### src/rtl/param_stack_machine.sv
// LIFO operand stack between the instruction decoder and the ALU.
// One op per cycle; illegal ops are rejected and raise a sticky error flag.
module param_stack_machine #(
  parameter  int DATA_W = 16,
  parameter  int DEPTH  = 8,
  localparam int CNT_W  = $clog2(DEPTH + 1)
) (
  input  logic              clk,
  input  logic              rst_n,
  input  logic              i_valid,
  input  logic [2:0]        i_op,
  input  logic [DATA_W-1:0] DATA_in,
  output logic [DATA_W-1:0] DATA_out,
  output logic              o_out_valid,
  output logic [DATA_W-1:0] o_top,
  output logic [CNT_W-1:0]  o_count,
  output logic              o_empty,
  output logic              o_full,
  output logic              o_wait,
  output logic              o_err
);

  localparam int HALF = DATA_W / 2;

  typedef enum logic [2:0] {
    OP_NOP        = 3'b000,
    OP_PUSH_BYTE  = 3'b001,
    OP_PUSH_WORD  = 3'b010,
    OP_PUSH_SPLIT = 3'b011,
    OP_POP        = 3'b100,
    OP_POP_PUSH   = 3'b101,
    OP_DUP        = 3'b110,
    OP_CLEAR      = 3'b111
  } op_e;

  op_e op;
  assign op = op_e'(i_op);

  // Entry 0 is the bottom; the top lives at index count-1.
  logic [DATA_W-1:0] mem     [DEPTH];
  logic [DATA_W-1:0] mem_nxt [DEPTH];
  logic [CNT_W-1:0]  count, cnt_nxt;
  logic [DATA_W-1:0] dout_q, dout_nxt;
  logic              ov_q, ov_nxt;
  logic              err_q, err_nxt;
  logic [DATA_W-1:0] top;

  logic              do_push, do_split, do_pop, do_repl, do_clear, bad;
  logic [DATA_W-1:0] push_val, lo_ext, hi_ext;
  logic              is_empty, is_full, is_wait;

  assign lo_ext = {{(DATA_W - HALF){1'b0}}, DATA_in[HALF-1:0]};
  assign hi_ext = {{HALF{1'b0}}, DATA_in[DATA_W-1:HALF]};

  assign is_empty = (count == '0);
  assign is_full  = (count == CNT_W'(DEPTH));
  assign is_wait  = (count >= CNT_W'(DEPTH - 1));

  always_comb begin
    top = '0;
    for (int unsigned i = 0; i < DEPTH; i++) begin
      if (CNT_W'(i) + CNT_W'(1) == count) top = mem[i];
    end
  end

  // Decode the op into legality-checked actions.
  always_comb begin
    do_push  = 1'b0;
    do_split = 1'b0;
    do_pop   = 1'b0;
    do_repl  = 1'b0;
    do_clear = 1'b0;
    bad      = 1'b0;
    push_val = DATA_in;
    if (i_valid) begin
      unique case (op)
        OP_NOP: ;
        OP_PUSH_BYTE: begin
          push_val = lo_ext;
          if (is_full) bad = 1'b1; else do_push = 1'b1;
        end
        OP_PUSH_WORD: begin
          if (is_full) bad = 1'b1; else do_push = 1'b1;
        end
        OP_PUSH_SPLIT: begin
          if (is_wait) bad = 1'b1; else do_split = 1'b1;
        end
        OP_POP: begin
          if (is_empty) bad = 1'b1; else do_pop = 1'b1;
        end
        OP_POP_PUSH: begin
          if (is_empty) bad = 1'b1; else do_repl = 1'b1;
        end
        OP_DUP: begin
          push_val = top;
          if (is_empty || is_full) bad = 1'b1; else do_push = 1'b1;
        end
        OP_CLEAR: do_clear = 1'b1;
        default: ;
      endcase
    end
  end

  always_comb begin
    mem_nxt  = mem;
    cnt_nxt  = count;
    dout_nxt = dout_q;
    ov_nxt   = 1'b0;
    err_nxt  = err_q;
    for (int unsigned i = 0; i < DEPTH; i++) begin
      if (do_push  && CNT_W'(i) == count)                 mem_nxt[i] = push_val;
      if (do_split && CNT_W'(i) == count)                 mem_nxt[i] = hi_ext;
      if (do_split && CNT_W'(i) == count + CNT_W'(1))     mem_nxt[i] = lo_ext;
      if (do_pop   && CNT_W'(i) + CNT_W'(1) == count)     mem_nxt[i] = '0;
      if (do_repl  && CNT_W'(i) + CNT_W'(1) == count)     mem_nxt[i] = DATA_in;
      if (do_clear)                                       mem_nxt[i] = '0;
    end
    if (do_push)  cnt_nxt = count + CNT_W'(1);
    if (do_split) cnt_nxt = count + CNT_W'(2);
    if (do_pop)   cnt_nxt = count - CNT_W'(1);
    if (do_clear) cnt_nxt = '0;
    if (do_pop || do_repl) begin
      dout_nxt = top;
      ov_nxt   = 1'b1;
    end
    if (bad)      err_nxt = 1'b1;
    if (do_clear) err_nxt = 1'b0;
  end

  always_ff @(posedge clk or negedge rst_n) begin
    if (!rst_n) begin
      mem    <= '{default: '0};
      count  <= '0;
      dout_q <= '0;
      ov_q   <= 1'b0;
      err_q  <= 1'b0;
    end else begin
      mem    <= mem_nxt;
      count  <= cnt_nxt;
      dout_q <= dout_nxt;
      ov_q   <= ov_nxt;
      err_q  <= err_nxt;
    end
  end

  assign DATA_out    = dout_q;
  assign o_out_valid = ov_q;
  assign o_top       = top;
  assign o_count     = count;
  assign o_empty     = is_empty;
  assign o_full      = is_full;
  assign o_wait      = is_wait;
  assign o_err       = err_q;

endmodule

### config.mk
export PLATFORM = sky130hd
export DESIGN_NAME = param_stack_machine
export DESIGN_NICKNAME = d
export VERILOG_FILES = /design/src/rtl/param_stack_machine.sv
export SDC_FILE = /design/constraint.sdc
export NUM_CORES = 1
export LEC_CHECK = 0
export ABC_AREA = 1
export CORE_MARGIN = 5
export CORE_UTILIZATION = 60
export DETAILED_ROUTE_END_ITERATION = 8
export GPL_ROUTABILITY_DRIVEN = 0
export PLACE_DENSITY_LB_ADDON = 0.12
export REMOVE_ABC_BUFFERS = 1
export SLEW_MARGIN = 20
export SYNTH_ARGS = -nofsm -noshare
export SYNTH_HDL_FRONTEND = slang
export SYNTH_SLANG_ARGS = --single-unit
### constraint.sdc
create_clock -name clk -period 2.82 [get_ports clk]
set_clock_uncertainty 0.1 [all_clocks]
set_input_delay 0.846 -clock clk [delete_from_list [all_inputs] [get_ports clk]]
set_output_delay 0.846 -clock clk [all_outputs]
set_load 0.01 [all_outputs]
==> results.yml, run 1 <==
run_status:
  result_of_the_run: "aborted with a tool error"
  last-stage-reached: "global routing (5_1_grt)"
  firstError: "[ERROR GRT-0232] Routing congestion too high. Check the congestion heatmap in the GUI."
logic_synthesis:
  synthesized_netlist_cell_count: 1479
  dominantRegCellSynth: "dfrtp_1"
  synth.lib_cells_used.distinct: 34
  post_synth_instance_area_mm2: 0.00971
  synth.ff_latch_count: 150
  synth_enable_flop_cells: 0
  seq_area_frac_synth_pct: 38.7
  syn-mean-instance-area_um2: 6.56
  ys_warn_count: 0
  synth_async_sr_flop_share_pct: 100
global_routing:
  maximum_number_of_pins_on_one_net_before_global_route_repair: 58
  overflow: 42
  grt_use_total_pct: 74.1
place:
  port-buffer-count: 62
  placedCellCount: 1925
  place.detailed.hpwl_um: 26400
die:
  die_w_um: 137
  die_h_um: 137
  floorplan.initialDensity_pct: 61.1
  io-pin-count: 63
  std_cell_rows: 46
clocking:
  cts.htree.levels: 4
  cts-buffers-inserted: 17
  clock_path_buffers: 2
  cts.root.buffer_cell: "clkbuf_16"
  cts_sinks: 150
  postCtsHoldBufs: 0
sta:
  grt_worst_setup_endpoint: "o_top[9]"
  worst_endpoint_kind: "top-level output"
==> stage by stage <==
step / setup WS, ns / area (um^2)
after floorplan: -1.13 / 9420
after global placement: -0.453 / 12300
after detailed placement: -0.495 / 12300
after CTS: -0.425 / 13700
==> metal layers <==
| layer | global-route usage (%) | GRT overflow |
|---|---|---|
| met1 | 73.7 | 0 |
| met3 | 62.3 | 2 |
| met2 | 87.8 | 22 |
| met5 | 36.1 | 0 |
| met4 | 72.7 | 18 |
==> synth_stat cells, types with 9 or more instances <==
cell type	instances	area (um^2)
nor2_1	88	330
nand2_1	611	2290
a21oi_1	50	250
o21ai_1	24	120
or2_2	9	56.3
clkbuf_1	26	97.6
ha_1	9	113
inv_2	21	78.8
dfrtp_1	150	3750
nand3_1	99	495
buf_2	22	110
o21ai_0	79	395
inv_1	146	548
nand4_1	71	444
nor2_2	11	68.8
o2111ai_1	12	105
==> kinds of logic after synthesis <==
| kind of cell | Yosys count | synth area share (%) |
|---|---|---|
| simple gates | 913 | 40.8 |
| buf+inv | 229 | 9.48 |
| compound gates | 176 | 9.76 |
| flops | 150 | 38.7 |
| fa+ha+maj | 9 | 1.16 |
| xor+xnor | 2 | 0.180 |
==> timing repair <==
action | CTS
endpoints found under the setup margin | 27
setup buffers | 46
gates resized for setup | 199
gates cloned | 4
pin swaps | 55
==> run 2: changes to the inputs <==
--- a/config.mk
+++ b/config.mk
@@ -7,10 +7,10 @@
 export LEC_CHECK = 0
 export ABC_AREA = 1
 export CORE_MARGIN = 5
-export CORE_UTILIZATION = 60
+export CORE_UTILIZATION = 40
 export DETAILED_ROUTE_END_ITERATION = 8
 export GPL_ROUTABILITY_DRIVEN = 0
-export PLACE_DENSITY_LB_ADDON = 0.12
+export PLACE_DENSITY_LB_ADDON = 0.15
 export REMOVE_ABC_BUFFERS = 1
 export SLEW_MARGIN = 20
 export SYNTH_ARGS = -nofsm -noshare
==> run 2 against run 1 <==
Compared with the run above: the flow now finishes, with violations (setup timing); synthesized cell count unchanged; synthesized area unchanged.
==> results.yml, run 2 <==
die:
  area_of_the_die_mm2: 0.0275
  die_h_um: 166
  floorplan.initialDensity_pct: 40.3
  core-area_mm2: 0.0241
  std_cell_rows: 57
  die_w_um: 166
  io-pin-count: 63
sta:
  setup_tns_ns: -6.61
  postLayoutSetupSlackWorst_ns: -0.416
  max_slew.worst_pin.slew_ns: 0.568
  max_freq_ghz: 0.309
  timing_hold_violations_final: 0
  final-max-slew-violation-count: 0
  maxSlewHeadroom_pct: 62.0
  finalCriticalPeriod_ns: 3.24
  setup-violations-final: 18
  timing.final.crit_share_pct: 115
  worst_hold_slack_ns: 0.218
  grt_setup_unrepaired: "true"
setup_path:
  rrSetupSlack_ns: -0.31
  worst_ep_arrival_time_ns: 2.29
  setup.worst_path.start_class: "register"
  depth_of_the_worst_register_to_register_path: 25
  crit_fanout: 13
  worst_ep_required_time_ns: 1.87
  path_class: "register to primary output"
  timing.critical_path.to_type: "primary output"
final_layout:
  insertedDiodeCount: 0
  commonest_non_fill_non_tap_cells_in_the_layout: "530 x nand2_1, 244 x buf_4, 147 x dfrtp_1"
  flip_flop_count_of_the_largest_register_all_copies_and_words_added: 128
  largest_register: "mem"
  synthToLayoutAreaGrowth_pct: 47.6
  mostFrequentLayoutCell: "nand2_1"
  total_number_of_nets_in_the_final_design: 1833
  postLayoutCoreUtil_pct: 59.4
  drive_above_1_share_pct: 31.2
power:
  ir_drop_v: 0.000506
  power-per-cell-area_mw_per_mm2: 913
  total_design_power_w: 0.0131
  power_leakage_nw: 7.55
global_routing:
  first_global_vias: 10534
  maximum_number_of_pins_on_one_net_before_global_route_repair: 61
  initial_antenna_violation_count: 0
  grt_pass1_wl_um: 58500
  grt_use_total_pct: 26.6
  overflow: 0
clocking:
  cts-buffers-inserted: 17
  clock_tree_from_tritoncts: "yes"
  cts.htree.levels: 4
  clk-insertion-delay-late_ns: 0.44
  cts_sinks: 150
  clock_path_buffers: 2
  clk_transition_reported_paths_ns: 0.07
  cts.root.buffer_cell: "clkbuf_16"
  postCtsHoldBufs: 0
place:
  place.detailed.hpwl_um: 27600
  port-buffer-count: 62
detailed_routing:
  route.detailed.drc: 0
  drtIter0Drc: 1139
  wl_per_cell_um: 17.3
  drt_pass1_iterations: 5
  ant_nets: 0
  totalWireLength_um: 37100
  detail_route.vias_per_cell: 5.22
  detailroute.via_count: 11152
logic_synthesis:
  post_synth_top_area_share_pct: 38.7
  post_synth_instance_area_mm2: 0.00971
  synth.lib_cells_used.distinct: 34
  syn-mean-instance-area_um2: 6.56
  synthTopCellsByCount: "611 x nand2_1, 150 x dfrtp_1, 146 x inv_1"
  synth_enable_flop_cells: 0
  synth_async_sr_flop_share_pct: 100
  seq_area_frac_synth_pct: 38.7
  ys_warn_count: 0
  synthesized_netlist_cell_count: 1479
  yosysMostFrequentCell: "nand2_1"
  dominantRegCellSynth: "dfrtp_1"
  synth_largest_area_cell: "dfrtp_1"
  synth.area.top_cells: "dfrtp_1 39%, nand2_1 24%, inv_1 5.6%, nand3_1 5.1%, nand4_1 4.6%"
  synth.ff_latch_count: 150
worst_hold_path:
  timing.hold.worst.class: "input pin to asynchronous set/reset pin"
run_status:
  result_of_the_run: "finished, violations left"
  failed_checks: "setup timing"
flow_run:
  maxCapViolations: 0
==> run 2: layout make-up <==
type                            count  area [um^2]
Inverter                          167          659
Multi-Input combinational cell   1100         5590
Tap cell                          324          405
Fill cell                        2277         9780
Clock buffer                       19          433
Sequential cell                   150         3760
Clock inverter                     12          108
Timing Repair inverter              1         11.3
Timing Repair Buffer              365         3360
==> run 2: logic make-up after synthesis <==
family / synth area share (%)
AO/OA/AOI/OAI: 9.76
adder cells (fa/ha/maj): 1.16
flip-flops: 38.7
XOR/XNOR: 0.180
buffers and inverters: 9.48
AND/OR/NAND/NOR: 40.8
==> run 2: power breakdown <==
group	internal [W]	total, W	switching [W]
sequential	0.00309	0.00366	0.000563
combinational	0.00336	0.00724	0.00388
clock	0.00121	0.00217	0.000967
total	0.00766	0.0131	0.00541
==> run 2: final timing paths <==
check                               end  startpoint
setup / recovery               o_top[4]  o_count[0]
hold / removal                 mem[109]       rst_n
setup reg to reg           DATA_out[15]  o_count[0]
hold reg to reg                 mem[39]     mem[39]
max in group asynchronous   DATA_out[1]       rst_n
min in group clk                mem[39]     mem[39]
==> run 2: critical path: stages, from the launching register on <==
cell	delay [ns]
dfrtp_2	0.41
buf_6	0.12
inv_6	0.03
buf_4	0.13
ha_4	0.18
nand2_8	0.10
buf_12	0.14
nor2_1	0.04
nor2_1	0.17
nand2_1	0.09
nand2_1	0.09
nand2_2	0.06
nand2_2	0.08
nand2_2	0.06
inv_2	0.05
buf_6	0.09
==> run 2: routing by layer <==
metal / wire (um) / vias up / track usage, %
li1: - / 5386 / -
met1: 15700 / 5237 / 36.5
met2: 17200 / 449 / 42.9
met3: 2680 / 80 / 3.86
met4: 1500 / 0 / 10.4
met5: 0 / - / 0
==> run 2: stage by stage <==
stage                     area (um^2)  worst slack (ns)  std cells
after floorplan                  9420             -1.13       1417
final                           14300            -0.416       2138
after detailed placement        12600            -0.448       2050
after global placement          12600            -0.438       2050
after global routing            14300            -0.530       2138
after CTS                       13600            -0.427       2115
==> run 2: repair_timing <==
action                                 4_1_cts  5_1_grt
endpoints found under the hold margin        0        0
gates resized for setup                    165      172
pin swaps                                   32       74
setup endpoints to repair                   80      117
setup buffers                               28       28
cloned                                       6        0
(Power assumes the default switching activity.)
==> run 3: changes to the inputs <==
--- a/config.mk
+++ b/config.mk
@@ -6,6 +6,7 @@
 export NUM_CORES = 1
 export LEC_CHECK = 0
 export ABC_AREA = 1
+export CAP_MARGIN = 0
 export CORE_MARGIN = 5
 export CORE_UTILIZATION = 40
 export DETAILED_ROUTE_END_ITERATION = 8
==> results of run 3 <==
No change in the layout: final DEF, timing and power equal those of run 2.
==> run 4: changes to the inputs <==
--- a/config.mk
+++ b/config.mk
@@ -7,11 +7,11 @@
 export LEC_CHECK = 0
 export ABC_AREA = 1
 export CAP_MARGIN = 0
-export CORE_MARGIN = 5
 export CORE_UTILIZATION = 40
 export DETAILED_ROUTE_END_ITERATION = 8
 export GPL_ROUTABILITY_DRIVEN = 0
 export PLACE_DENSITY_LB_ADDON = 0.15
+export RECOVER_POWER = 25
 export REMOVE_ABC_BUFFERS = 1
 export SLEW_MARGIN = 20
 export SYNTH_ARGS = -nofsm -noshare
==> run 4 against run 3 <==
Compared with the run above: the flow still finishes with violations (setup timing); register-to-register slack is essentially flat; critical path depth grew 1; power grew 7.6%; routed wire length grew 5.5%; utilization grew 3.3 points; worst setup slack lost 0.035 ns; cell count grew 0.28%; first-iteration DRC count shrank 4.1%; clock-buffer cell count grew 1.
==> results.yml, run 4 (synthesis results as in run 2) <==
sta:
  max_freq_ghz: 0.306
  finalCriticalPeriod_ns: 3.27
  timing_hold_violations_final: 0
  maxSlewHeadroom_pct: 2.64
  grt_setup_unrepaired: "true"
  max_slew.worst_pin.slew_ns: 1.46
  postLayoutSetupSlackWorst_ns: -0.450
  final-max-slew-violation-count: 0
  setup_tns_ns: -8.79
  timing.final.crit_share_pct: 116
  setup-violations-final: 33
  worst_hold_slack_ns: 0.373
detailed_routing:
  detailroute.via_count: 11462
  wl_per_cell_um: 18.2
  ant_nets: 0
  detail_route.vias_per_cell: 5.35
  drt_pass1_iterations: 5
  route.detailed.drc: 0
  totalWireLength_um: 39100
  drtIter0Drc: 1092
global_routing:
  grt.met2_usage_pct: 50.1
  grt_busiest_layer: "met2"
  gr-usage-met1_pct: 42.7
  initial_antenna_violation_count: 0
  first_global_vias: 10804
  maximum_number_of_pins_on_one_net_before_global_route_repair: 56
  grt_pass1_wl_um: 59200
  use_met3_pct: 5.23
  grt_use_total_pct: 31.8
  overflow: 0
clocking:
  clk_transition_reported_paths_ns: 0.06
  clock_path_buffers: 2
  cts.htree.levels: 4
  cts.root.buffer_cell: "clkbuf_16"
  cts-buffers-inserted: 17
  postCtsHoldBufs: 0
  clock_tree_from_tritoncts: "yes"
  cts_sinks: 150
  clk-insertion-delay-late_ns: 0.43
setup_path:
  timing.critical_path.to_type: "primary output"
  worst_ep_arrival_time_ns: 2.32
  setup.worst_path.start_class: "register"
  crit_fanout: 6
  worst_ep_required_time_ns: 1.87
  path_class: "register to primary output"
die:
  floorplan.initialDensity_pct: 41.1
  io-pin-count: 63
  die_w_um: 158
  core-area_mm2: 0.0236
  std_cell_rows: 56
  area_of_the_die_mm2: 0.0249
  die_h_um: 158
final_layout:
  commonest_non_fill_non_tap_cells_in_the_layout: "506 x nand2_1, 237 x buf_4, 149 x dfrtp_1"
  largest_register: "mem"
  mostFrequentLayoutCell: "nand2_1"
  postLayoutCoreUtil_pct: 62.8
  drive_above_1_share_pct: 34.1
  num-fill-cells: 2080
  total_number_of_nets_in_the_final_design: 1844
  synthToLayoutAreaGrowth_pct: 52.7
  flip_flop_count_of_the_largest_register_all_copies_and_words_added: 128
  insertedDiodeCount: 0
power:
  power_leakage_nw: 7.72
  total_design_power_w: 0.0141
  ir_drop_v: 0.000518
  power-per-cell-area_mw_per_mm2: 949
run_status:
  failed_checks: "setup timing"
  result_of_the_run: "finished, violations left"
place:
  place.detailed.hpwl_um: 27800
  detailedPlace.worstSlack_ns: -0.584
  port-buffer-count: 62
flow_run:
  maxCapViolations: 0
worst_hold_path:
  timing.hold.worst.class: "register to register"
## run 4: per-layer routing
metal	vias to the layer above	part of all wire (%)
met1	5429	41
li1	5407	-
met3	113	8.2
met5	-	0
met2	513	46
met4	0	4.1
## run 4: final cells by class
| type | instances | area, um^2 | area share, % |
|---|---|---|---|
| timing repair buffer | 376 | 3590 | 24.2 |
| inverter | 167 | 662 | 4.47 |
| clock buffer | 20 | 437 | 2.95 |
| timing repair inverter | 1 | 6.26 | 0.0422 |
| clock inverter | 11 | 151 | 1.02 |
| tap | 319 | 399 | 2.69 |
| sequential | 150 | 3750 | 25.3 |
| multi-input combinational | 1100 | 5820 | 39.3 |
## run 4: final timing paths
kind                                 start    endpoint  slack [ns]  depth (start not counted)
worst max-delay path            o_count[1]   o_top[12]       -0.45                         16
worst min-delay path                mem[8]      mem[8]        0.37                          2
worst max register to register  o_count[1]     mem[39]       -0.32                         29
worst min register to register      mem[8]      mem[8]        0.37                          2
max in group asynchronous            rst_n  o_count[3]        0.47                          2
min in group asynchronous            rst_n    mem[104]        0.65                          1
## run 4: critical path: stages, from the launching register on
cell	delay, ns
dfrtp_1	0.42
inv_2	0.10
buf_6	0.10
ha_4	0.15
inv_4	0.04
nor2_4	0.25
nand3_2	0.13
nand3_2	0.10
o21ai_2	0.06
nand2_1	0.05
nand2_1	0.06
nand2_1	0.08
nand2_2	0.07
nand2_2	0.07
nand2_2	0.06
inv_2	0.05
buf_6	0.09
## run 4: power by group
group	internal, W	switching [W]	total, W
Sequential	0.00309	0.000576	0.00367
Clock	0.00139	0.000976	0.00237
Combinational	0.00378	0.00425	0.00803
Total	0.00826	0.00581	0.0141
## run 4: metrics by stage
stage          instances  instance area (um^2)
3_3_place_gp        2064                 12700
4_1_cts             2130                 14200
3_5_place_dp        2064                 12700
2_1_floorplan       1417                  9420
6_report            2144                 14800
5_1_grt             2144                 14800
## run 4: what timing repair did
action | 4_1_cts | 5_1_grt
buffers inserted | 33 | 16
pin swaps | 59 | 67
resized for setup | 258 | 169
endpoints found under the setup margin | 126 | 134
cloned | 7 | 0
